File: src/rtl/pipe_pkg.sv
// Shared types and constants for the MIPS pipeline control stage.
package pipe_pkg;

    // Halt/resume FSM encoding
    typedef logic [1:0] state_t;
    localparam state_t ST_RUN    = 2'd0;
    localparam state_t ST_HALT   = 2'd1;
    localparam state_t ST_RESUME = 2'd2;

    // EX operand forward selects
    localparam logic [1:0] FWD_REG = 2'd0;
    localparam logic [1:0] FWD_EX  = 2'd1;
    localparam logic [1:0] FWD_MEM = 2'd2;
    localparam logic [1:0] FWD_JAL = 2'd3;

    // Pipeline enable/flush bundle
    typedef struct packed {
        logic pc_en;
        logic ifid_en;
        logic ifid_flush;
        logic idex_flush;
    } ctl_t;

endpackage

File: src/rtl/pipe_hazard_ctrl_if.sv
// Hazard-detector to pipeline-control bundle.
// Counter signals exist only when PIPE_HAZARD_STATS_EN is defined.
interface pipe_hazard_ctrl_if #(parameter int CNT_W = 32);
    logic       Load_use;
    logic [1:0] Forward_R1;
    logic [1:0] Forward_R2;
    logic       Branch_EX;
    logic       Jump_ID;
    logic       Halt_ID;
    logic       Go;
    logic       PC_en;
    logic       IFID_en;
    logic       IFID_flush;
    logic       IDEX_flush;
    logic [1:0] Forward_R1_EX;
    logic [1:0] Forward_R2_EX;
    logic       Halted;
`ifdef PIPE_HAZARD_STATS_EN
    logic [CNT_W-1:0] Cycle_cnt;
    logic [CNT_W-1:0] Stall_cnt;
    logic [CNT_W-1:0] Flush_cnt;
`endif

    // Upstream side: ID-stage detector plus the Go button
    modport master (
        output Load_use, Forward_R1, Forward_R2, Branch_EX, Jump_ID, Halt_ID, Go,
        input  PC_en, IFID_en, IFID_flush, IDEX_flush, Forward_R1_EX, Forward_R2_EX, Halted
`ifdef PIPE_HAZARD_STATS_EN
      , input  Cycle_cnt, Stall_cnt, Flush_cnt
`endif
    );

    // Control block side
    modport slave (
        input  Load_use, Forward_R1, Forward_R2, Branch_EX, Jump_ID, Halt_ID, Go,
        output PC_en, IFID_en, IFID_flush, IDEX_flush, Forward_R1_EX, Forward_R2_EX, Halted
`ifdef PIPE_HAZARD_STATS_EN
      , output Cycle_cnt, Stall_cnt, Flush_cnt
`endif
    );
endinterface

File: src/rtl/pipe_hazard_ctrl_sync_edge.sv
// 2-FF synchronizer plus rising-edge detector for the asynchronous Go button.
module sync_edge (
    input  logic clk,
    input  logic rst_n,
    input  logic i_async,
    output logic o_rise
);
    logic r_s1, r_s2, r_prev;

    // Synchronize, then keep the previous synchronized value for edge detection
    always_ff @(posedge clk or negedge rst_n) begin
        if (!rst_n) begin
            r_s1   <= 1'b0;
            r_s2   <= 1'b0;
            r_prev <= 1'b0;
        end else begin
            r_s1   <= i_async;
            r_s2   <= r_s1;
            r_prev <= r_s2;
        end
    end

    assign o_rise = r_s2 & ~r_prev;
endmodule

File: src/rtl/pipe_hazard_ctrl.sv
// Pipeline control stage: PC/IF-ID enables, IF-ID/ID-EX flushes, registered
// forward selects and the syscall halt/resume FSM.
// Optional statistics counters: define PIPE_HAZARD_STATS_EN.
module pipe_hazard_ctrl
    import pipe_pkg::*;
#(
    parameter int CNT_W = 32
) (
    input  logic              clk,
    input  logic              rst_n,
    pipe_hazard_ctrl_if.slave bus
);
    state_t     r_state;
    state_t     w_state_nxt;
    ctl_t       w_ctl;
    logic       w_go_rise;
    logic [1:0] r_fwd1, r_fwd2;

    sync_edge u_go_sync (
        .clk     (clk),
        .rst_n   (rst_n),
        .i_async (bus.Go),
        .o_rise  (w_go_rise)
    );

    // Control decode; a taken branch squashes everything younger, so it wins
    always_comb begin
        w_ctl       = '{pc_en: 1'b1, ifid_en: 1'b1, ifid_flush: 1'b0, idex_flush: 1'b0};
        w_state_nxt = r_state;
        if (r_state == ST_HALT) begin
            w_ctl = '{pc_en: 1'b0, ifid_en: 1'b0, ifid_flush: 1'b0, idex_flush: 1'b1};
            if (w_go_rise)
                w_state_nxt = ST_RESUME;
        end else begin
            if (r_state == ST_RESUME)
                w_state_nxt = ST_RUN;
            if (bus.Branch_EX) begin
                w_ctl = '{pc_en: 1'b1, ifid_en: 1'b1, ifid_flush: 1'b1, idex_flush: 1'b1};
            end else if (bus.Load_use) begin
                w_ctl = '{pc_en: 1'b0, ifid_en: 1'b0, ifid_flush: 1'b0, idex_flush: 1'b1};
            end else if (bus.Halt_ID && r_state == ST_RUN) begin
                // halt in RESUME is the held instruction itself, let it pass
                w_ctl       = '{pc_en: 1'b0, ifid_en: 1'b0, ifid_flush: 1'b0, idex_flush: 1'b1};
                w_state_nxt = ST_HALT;
            end else if (bus.Jump_ID) begin
                w_ctl = '{pc_en: 1'b1, ifid_en: 1'b1, ifid_flush: 1'b1, idex_flush: 1'b0};
            end
        end
    end

    // FSM state register
    always_ff @(posedge clk or negedge rst_n) begin
        if (!rst_n) r_state <= ST_RUN;
        else        r_state <= w_state_nxt;
    end

    // Forward selects into EX; a bubble must not forward anything
    always_ff @(posedge clk or negedge rst_n) begin
        if (!rst_n) begin
            r_fwd1 <= FWD_REG;
            r_fwd2 <= FWD_REG;
        end else if (w_ctl.idex_flush) begin
            r_fwd1 <= FWD_REG;
            r_fwd2 <= FWD_REG;
        end else begin
            r_fwd1 <= bus.Forward_R1;
            r_fwd2 <= bus.Forward_R2;
        end
    end

    assign bus.PC_en         = w_ctl.pc_en;
    assign bus.IFID_en       = w_ctl.ifid_en;
    assign bus.IFID_flush    = w_ctl.ifid_flush;
    assign bus.IDEX_flush    = w_ctl.idex_flush;
    assign bus.Forward_R1_EX = r_fwd1;
    assign bus.Forward_R2_EX = r_fwd2;
    assign bus.Halted        = (r_state == ST_HALT);

`ifdef PIPE_HAZARD_STATS_EN
    logic [CNT_W-1:0] r_cyc, r_stall, r_flush;
    logic             w_active;

    assign w_active = (r_state != ST_HALT);

    // Saturating statistics counters for the board display
    always_ff @(posedge clk or negedge rst_n) begin
        if (!rst_n) begin
            r_cyc   <= '0;
            r_stall <= '0;
            r_flush <= '0;
        end else if (w_active) begin
            if (r_cyc != '1)
                r_cyc <= r_cyc + 1'b1;
            if (bus.Load_use && !bus.Branch_EX && r_stall != '1)
                r_stall <= r_stall + 1'b1;
            if (bus.Branch_EX && r_flush != '1)
                r_flush <= r_flush + 1'b1;
        end
    end

    assign bus.Cycle_cnt = r_cyc;
    assign bus.Stall_cnt = r_stall;
    assign bus.Flush_cnt = r_flush;
`endif
endmodule
File: src/flat_wrapper.sv
// flat-port wrapper written by rule: the top's interface ports become plain ports
module pipe_hazard_ctrl_flat import pipe_pkg::*;
#(
    parameter int CNT_W = 32
)
  (clk, rst_n, bus_Load_use, bus_Forward_R1, bus_Forward_R2, bus_Branch_EX, bus_Jump_ID, bus_Halt_ID, bus_Go, bus_PC_en, bus_IFID_en, bus_IFID_flush, bus_IDEX_flush, bus_Forward_R1_EX, bus_Forward_R2_EX, bus_Halted);
  pipe_hazard_ctrl_if #(.CNT_W(CNT_W)) bus_i ();
  input  logic clk;
  input  logic rst_n;
  input wire logic [$bits(bus_i.Load_use)-1:0] bus_Load_use;
  input wire logic [$bits(bus_i.Forward_R1)-1:0] bus_Forward_R1;
  input wire logic [$bits(bus_i.Forward_R2)-1:0] bus_Forward_R2;
  input wire logic [$bits(bus_i.Branch_EX)-1:0] bus_Branch_EX;
  input wire logic [$bits(bus_i.Jump_ID)-1:0] bus_Jump_ID;
  input wire logic [$bits(bus_i.Halt_ID)-1:0] bus_Halt_ID;
  input wire logic [$bits(bus_i.Go)-1:0] bus_Go;
  output wire logic [$bits(bus_i.PC_en)-1:0] bus_PC_en;
  output wire logic [$bits(bus_i.IFID_en)-1:0] bus_IFID_en;
  output wire logic [$bits(bus_i.IFID_flush)-1:0] bus_IFID_flush;
  output wire logic [$bits(bus_i.IDEX_flush)-1:0] bus_IDEX_flush;
  output wire logic [$bits(bus_i.Forward_R1_EX)-1:0] bus_Forward_R1_EX;
  output wire logic [$bits(bus_i.Forward_R2_EX)-1:0] bus_Forward_R2_EX;
  output wire logic [$bits(bus_i.Halted)-1:0] bus_Halted;
  assign bus_i.Load_use = bus_Load_use;
  assign bus_i.Forward_R1 = bus_Forward_R1;
  assign bus_i.Forward_R2 = bus_Forward_R2;
  assign bus_i.Branch_EX = bus_Branch_EX;
  assign bus_i.Jump_ID = bus_Jump_ID;
  assign bus_i.Halt_ID = bus_Halt_ID;
  assign bus_i.Go = bus_Go;
  assign bus_PC_en = bus_i.PC_en;
  assign bus_IFID_en = bus_i.IFID_en;
  assign bus_IFID_flush = bus_i.IFID_flush;
  assign bus_IDEX_flush = bus_i.IDEX_flush;
  assign bus_Forward_R1_EX = bus_i.Forward_R1_EX;
  assign bus_Forward_R2_EX = bus_i.Forward_R2_EX;
  assign bus_Halted = bus_i.Halted;
  pipe_hazard_ctrl #(.CNT_W(CNT_W)) u_core (.clk(clk), .rst_n(rst_n), .bus(bus_i));
endmodule
File: config.mk
export PLATFORM = sky130hd
export DESIGN_NAME = pipe_hazard_ctrl_flat
export DESIGN_NICKNAME = d
export VERILOG_FILES = /design/src/rtl/pipe_pkg.sv /design/src/rtl/pipe_hazard_ctrl_if.sv /design/src/rtl/pipe_hazard_ctrl_sync_edge.sv /design/src/rtl/pipe_hazard_ctrl.sv /design/src/flat_wrapper.sv
export SDC_FILE = /design/constraint.sdc
export NUM_CORES = 1
export LEC_CHECK = 0
export BUFFER_PORTS_ARGS = -buffer_cell sky130_fd_sc_hd__buf_2
export CORE_AREA = 4 4 41 43
export CTS_BUF_LIST = sky130_fd_sc_hd__clkbuf_2 sky130_fd_sc_hd__clkbuf_4 sky130_fd_sc_hd__clkbuf_8
export CTS_CLUSTER_SIZE = 30
export DETAILED_ROUTE_END_ITERATION = 12
export DIE_AREA = 0 0 45 47
export GPL_TIMING_DRIVEN = 0
export HOLD_SLACK_MARGIN = 0.05
export PLACE_DENSITY = 0.54
export SYNTH_ARGS = -nofsm -noshare
export SYNTH_HDL_FRONTEND = slang
export SYNTH_SLANG_ARGS = --single-unit
File: constraint.sdc
create_clock -name clk -period 1 [get_ports clk]
set_clock_uncertainty 0.1 [all_clocks]
set_input_delay 0.1 -clock clk [delete_from_list [all_inputs] [get_ports clk]]
set_output_delay 0.1 -clock clk [all_outputs]
set_load 0.02 [all_outputs]
Yosys cells after proc, flatten, opt, wreduce, memory -nomap -nowiden
Index checks and enable logic that the tools add are counted.
{ "totals": {"ff_bits": 9, "inputBits": 11} }
{ "op_classes": {"n_eq_ne": 3, "mux": 13, "bitwise": 2, "reduce_logical": 2} }
{ "ops": {"columns": ["cell", "n"], "rows": [
  ["2-bit 2-to-1 mux", 9],
  ["4-bit 2-to-1 mux", 4],
  ["2-bit by 1-bit equality test with 1-bit output, second input constant", 1],
  ["2-bit equality test, second input constant", 1],
  ["2-bit zero test", 1],
  ["2-bit by 1-bit inequality test with 1-bit output, second input constant", 1],
  ["1-bit AND", 1],
  ["1-bit logical AND", 1],
  ["1-bit NOT", 1]
]} }

Longest topological paths before layout
{ "depth": {"ltp_word": 7, "mapped_depth": 4, "depth_no_buf": 3} }

Cells and area by module
From an unflattened synthesis, not the netlist that was laid out.
{ "hier_totals": {"hier_cells": 30, "area_unflattened_um2": 352.8} }
{ "modules_own_cells": {"columns": ["module", "instances", "cells_each", "area_each_um2", "seq_area_each_um2"], "rows": [
  ["pipe_hazard_ctrl", 1, 26, 264.0, 150.1],
  ["sync_edge", 1, 4, 88.8, 75.1]
]} }

Least setup slack after synthesis
OpenSTA, ideal clock, no wires.
{ "synth_path": {"kind": "register -> output", "startpoint": "register u_core.r_state[0]", "endpoint": "output bus_PC_en", "arrival_ns": 1.223, "required_ns": 0.800, "slack_ns": -0.423, "stages_incl_launch_ff": 4, "path_buffers": 1, "cell_sequence": "dfrtp_1 > nor2b_1 > nor2_1 > buf_4"} }
{ "synth_rtl": {"columns": ["element", "line_no", "text"], "rows": [
  ["start, declared", "pipe_hazard_ctrl.sv:13", "state_t r_state;"],
  ["start signal, assigned", "pipe_hazard_ctrl.sv:54", "else r_state <= w_state_nxt;"],
  ["2-bit by 1-bit equality test with 1-bit output", null, null],
  ["via bus_Halted", "flat_wrapper.sv:23", "output wire logic [$bits(bus_i.Halted)-1:0] bus_Halted;"],
  ["4-bit 2-to-1 mux", "pipe_hazard_ctrl.sv:30", "if (r_state == ST_HALT) begin"],
  ["end, declared", "flat_wrapper.sv:17", "output wire logic [$bits(bus_i.PC_en)-1:0] bus_PC_en;"]
]} }
The timed path passes the listed nets, and every way through them passes these cells.

Final worst setup path
{ "layout_path": {"startpoint": "register u_core.r_state[1]", "endpoint": "output bus_PC_en"} }
{ "layout_via": {"elab_chain_cells": 6} }
{ "layout_lines": {"columns": ["element", "line_no", "text"], "rows": [
  ["2-bit zero test", "pipe_hazard_ctrl.sv:41", "end else if (bus.Halt_ID && r_state == ST_RUN) begin"],
  ["1-bit logical AND", "pipe_hazard_ctrl.sv:41", null],
  ["4-bit 2-to-1 mux", "pipe_hazard_ctrl.sv:41", null],
  ["4-bit 2-to-1 mux", "pipe_hazard_ctrl.sv:39", "end else if (bus.Load_use) begin"],
  ["4-bit 2-to-1 mux", "pipe_hazard_ctrl.sv:37", "if (bus.Branch_EX) begin"],
  ["4-bit 2-to-1 mux *", "pipe_hazard_ctrl.sv:30", null]
]} }
Every way passes the cells marked *; elsewhere a longest branch is shown, timed or not.

==> PnR_summary.wiki <==
{| class="wikitable"
! Metric !! Value
|-
| Clk Latency, worst-skew pair || 0.26 ns
|-
| CP Max Fanout || 2
|-
| Worst setup path startpoint || u_core.r_state[1]
|-
| Cell count along the critical path || 5
|-
| Final net count || 74
|-
| Arrival time reported for the critical path endpoint || 1.21 ns
|-
| Half-perimeter wire length after detailed placement || 569 um
|-
| Maximum buffer depth of the clock tree || 2
|-
| Path type of the worst setup path || reg -> out
|-
| Global-route wire length before repair || 1610 um
|-
| Maximum capacitance violations || 0
|-
| Worst ir drop on vdd || 0.000950 V
|-
| Hold WC Path Type || in -> async
|-
| Launch instance of the worst register-to-register path || u_core.r_state[1]
|-
| Routed WL || 854 um
|-
| R2r worst-path depth || 4
|-
| Synth warn || 0
|-
| Worst-case headroom to the max-slew limit || 87.0%
|-
| Minimum period implied by the final worst setup slack || 1.41 ns
|-
| Maximum number of pins on one net before global-route repair || 10
|-
| Total grt overflow || 0
|-
| Reg2reg end || u_core.bus.Forward_R2_EX[0]
|-
| Number of placement rows || 13
|-
| Most common cell after layout, fill and taps aside || sky130_fd_sc_hd__buf_6
|-
| Synth Register Bits || 9
|-
| Part of the cycle the worst path needs || 141%
|-
| Cell chosen for the clock root || sky130_fd_sc_hd__clkbuf_4
|-
| Clock tree from TritonCTS || done
|-
| Final number of setup-violating endpoints || 9
|-
| Per-cell routed wire length || 11.1 um
|-
| Buffers added on ports || 19
|-
| Number of different library cells in the post-synthesis netlist || 10
|-
| Power density over the cells || 2210 nW/um^2
|-
| Worst slew pin tran || 0.195 ns
|-
| All-Layer GR Usage || 11.2%
|-
| Endpoint of the most critical setup path || bus_PC_en
|-
| Count of TritonRoute iterations in the first routing pass || 1
|-
| Violated checks || setup timing
|-
| Highest clock frequency the design can meet || 708 MHz
|-
| Vias || 331
|-
| Reg-to-reg setup timing slack || -0.19 ns
|-
| Final slew viol count || 0
|-
| Unrepaired setup endpoints after global routing || true
|-
| Most frequent cells in the layout || sky130_fd_sc_hd__buf_6 (12), sky130_fd_sc_hd__buf_2 (11), sky130_fd_sc_hd__dfrtp_1 (8)
|-
| Mean instance size in the synthesized netlist || 11.4 um^2
|-
| Post-layout total power || 1500 uW
|-
| Initial DRC Count || 0
|-
| Worst-path clk slew || 0.06 ns
|-
| Die boundary width || 45 um
|-
| Number of buffers inserted during clock tree synthesis || 3
|-
| Register area share after synthesis || 65.9%
|-
| Initial cell density of the core || 26.3%
|-
| Required time at the endpoint of the critical path || 0.80 ns
|-
| Maximum level of the CTS H-tree || 1
|-
| Gp weighted congestion || 0.601
|-
| Number of antenna violations at the first check in global routing || 0
|-
| Die area || 2120 um^2
|-
| Mapped Area || 342 um^2
|-
| Top cell by count, worst path || sky130_fd_sc_hd__buf_6
|-
| Critical-path cell with the highest stage delay || sky130_fd_sc_hd__dfrtp_2
|-
| I/O pin total || 20
|-
| Run status || finished, violations left
|-
| Diode count || 0
|-
| Height of the die || 47 um
|-
| Area of the core || 1300 um^2
|-
| Kind of cell adding the most delay to the critical path || flip-flops
|-
| Critical path's largest stage delay || 0.40 ns
|-
| Antenna viol nets, final || 0
|-
| Crit path buffers/inverters || 2
|-
| Ordered cell list for the critical path || nand2b_4 -> a21oi_4 -> nor2_4 -> buf_6 -> buf_6
|-
| Number of sinks on the clock net || 9
|-
| Final count of hold timing violations || 0
|-
| Nature of the critical path startpoint || register
|-
| Static Leakage || 0.000336 uW
|-
| Sort of element at the end of the critical path || output pin
|-
| Area overhead of the layout relative to synthesis || 98.5%
|-
| Total negative slack for setup checks || -2.60 ns
|-
| Syn Nets || 41
|-
| Gate Count Post-Synth || 30
|-
| Vias in the first global route || 385
|-
| Worst path setup slack after routing || -0.413 ns
|-
| # DRC || 0
|-
| Number of vias per cell || 4.30
|-
| Fraction of final layout cells with drive strength greater than 1 || 59.7%
|}
[cells by family (layout without fill, tap and decap cells)]
| logic type | count (synthesis) | count (layout) | synth area share [%] |
|---|---|---|---|
| simple gates | 11 | 11 | 17.2 |
| flops | 9 | 9 | 65.9 |
| compound gates | 6 | 6 | 11.4 |
| buf+inv | 4 | 36 | 5.50 |
[Yosys cell counts]
| master | n | area (um^2) |
|---|---|---|
| sky130_fd_sc_hd__nand2b_1 | 1 | 6.26 |
| sky130_fd_sc_hd__inv_1 | 3 | 11.3 |
| sky130_fd_sc_hd__a21oi_1 | 1 | 5.00 |
| sky130_fd_sc_hd__a31oi_1 | 3 | 18.8 |
| sky130_fd_sc_hd__nor2_1 | 4 | 15.0 |
| sky130_fd_sc_hd__o21a_1 | 2 | 15.0 |
| sky130_fd_sc_hd__dfrtp_1 | 9 | 225 |
| sky130_fd_sc_hd__buf_4 | 1 | 7.51 |
| sky130_fd_sc_hd__nor2b_1 | 2 | 12.5 |
| sky130_fd_sc_hd__and2_1 | 4 | 25.0 |
[what timing repair did]
action / CTS / global route
setup buffers: 2 / 1
hold endpoints to repair: 14 / 0
gates resized for setup: 8 / 17
endpoints found under the setup margin: 9 / 14
hold buffers: 6 / 0
pin swaps: 3 / 7
[registers in the layout, indices dropped and copies added, names as in the netlist]
register	flops
u_core.u_go_sync.r_s1	1
u_core.u_go_sync.r_s2	1
u_core.r_state	2
u_core.bus.Forward_R2_EX	2
u_core.bus.Forward_R1_EX	2
u_core.u_go_sync.r_prev	1
[worst min-delay path by stage]
stage | end | slack (ns) | startpoint
after floorplan | u_core.bus.Forward_R1_EX[0] | -0.30 | rst_n
after detailed placement | u_core.r_state[1] | -0.14 | rst_n
after global placement | u_core.u_go_sync.r_s2 | -0.14 | rst_n
after global routing | u_core.u_go_sync.r_prev | 0.13 | rst_n
after CTS | u_core.bus.Forward_R1_EX[1] | 0.10 | rst_n
final | u_core.bus.Forward_R1_EX[1] | 0.12 | rst_n
[per-stage QoR]
stage | cells | hold WS, ns | setup slack (ns) | util (%) | area, um^2
3_5_place_dp | 64 | -0.141 | -0.255 | 37.8 | 492
5_1_grt | 77 | 0.130 | -0.488 | 52.1 | 678
6_report | 77 | 0.121 | -0.413 | 52.1 | 678
3_3_place_gp | 64 | -0.143 | -0.239 | 37.8 | 492
2_1_floorplan | 30 | -0.296 | -0.141 | - | 378
4_1_cts | 76 | 0.104 | -0.460 | 47.6 | 619
[where the power goes]
group	switching, uW	internal (uW)
Clock	118	180
Combinational	324	415
Sequential	43.4	420
Total	485	1020
[metal layers]
| metal | global-route usage, % | vias to the layer above | part of all wire [%] |
|---|---|---|---|
| met1 | 11.6 | 149 | 36 |
| li1 | - | 159 | - |
| met3 | 3.83 | 2 | 13 |
| met2 | 17.8 | 21 | 49 |
| met5 | 0 | - | 0 |
| met4 | 10.5 | 0 | 2.0 |
[area by class of cell]
| class | instances | area (um^2) |
|---|---|---|
| fillers | 125 | 623 |
| repair buffers | 28 | 239 |
| flip-flops and latches | 9 | 226 |
| multi-input cells | 17 | 141 |
| clock buffers | 4 | 30.0 |
| well taps | 15 | 18.8 |
| plain buffers | 1 | 11.3 |
| inverters | 3 | 11.3 |
[worst register-to-register path, cell delays in order (launching register included)]
cell and delay [ns]:
sky130_fd_sc_hd__dfrtp_2 0.40, sky130_fd_sc_hd__buf_6 0.13, sky130_fd_sc_hd__o21a_1 0.21, sky130_fd_sc_hd__buf_6 0.13, sky130_fd_sc_hd__and2_4 0.12
(Power assumes the default switching activity.)
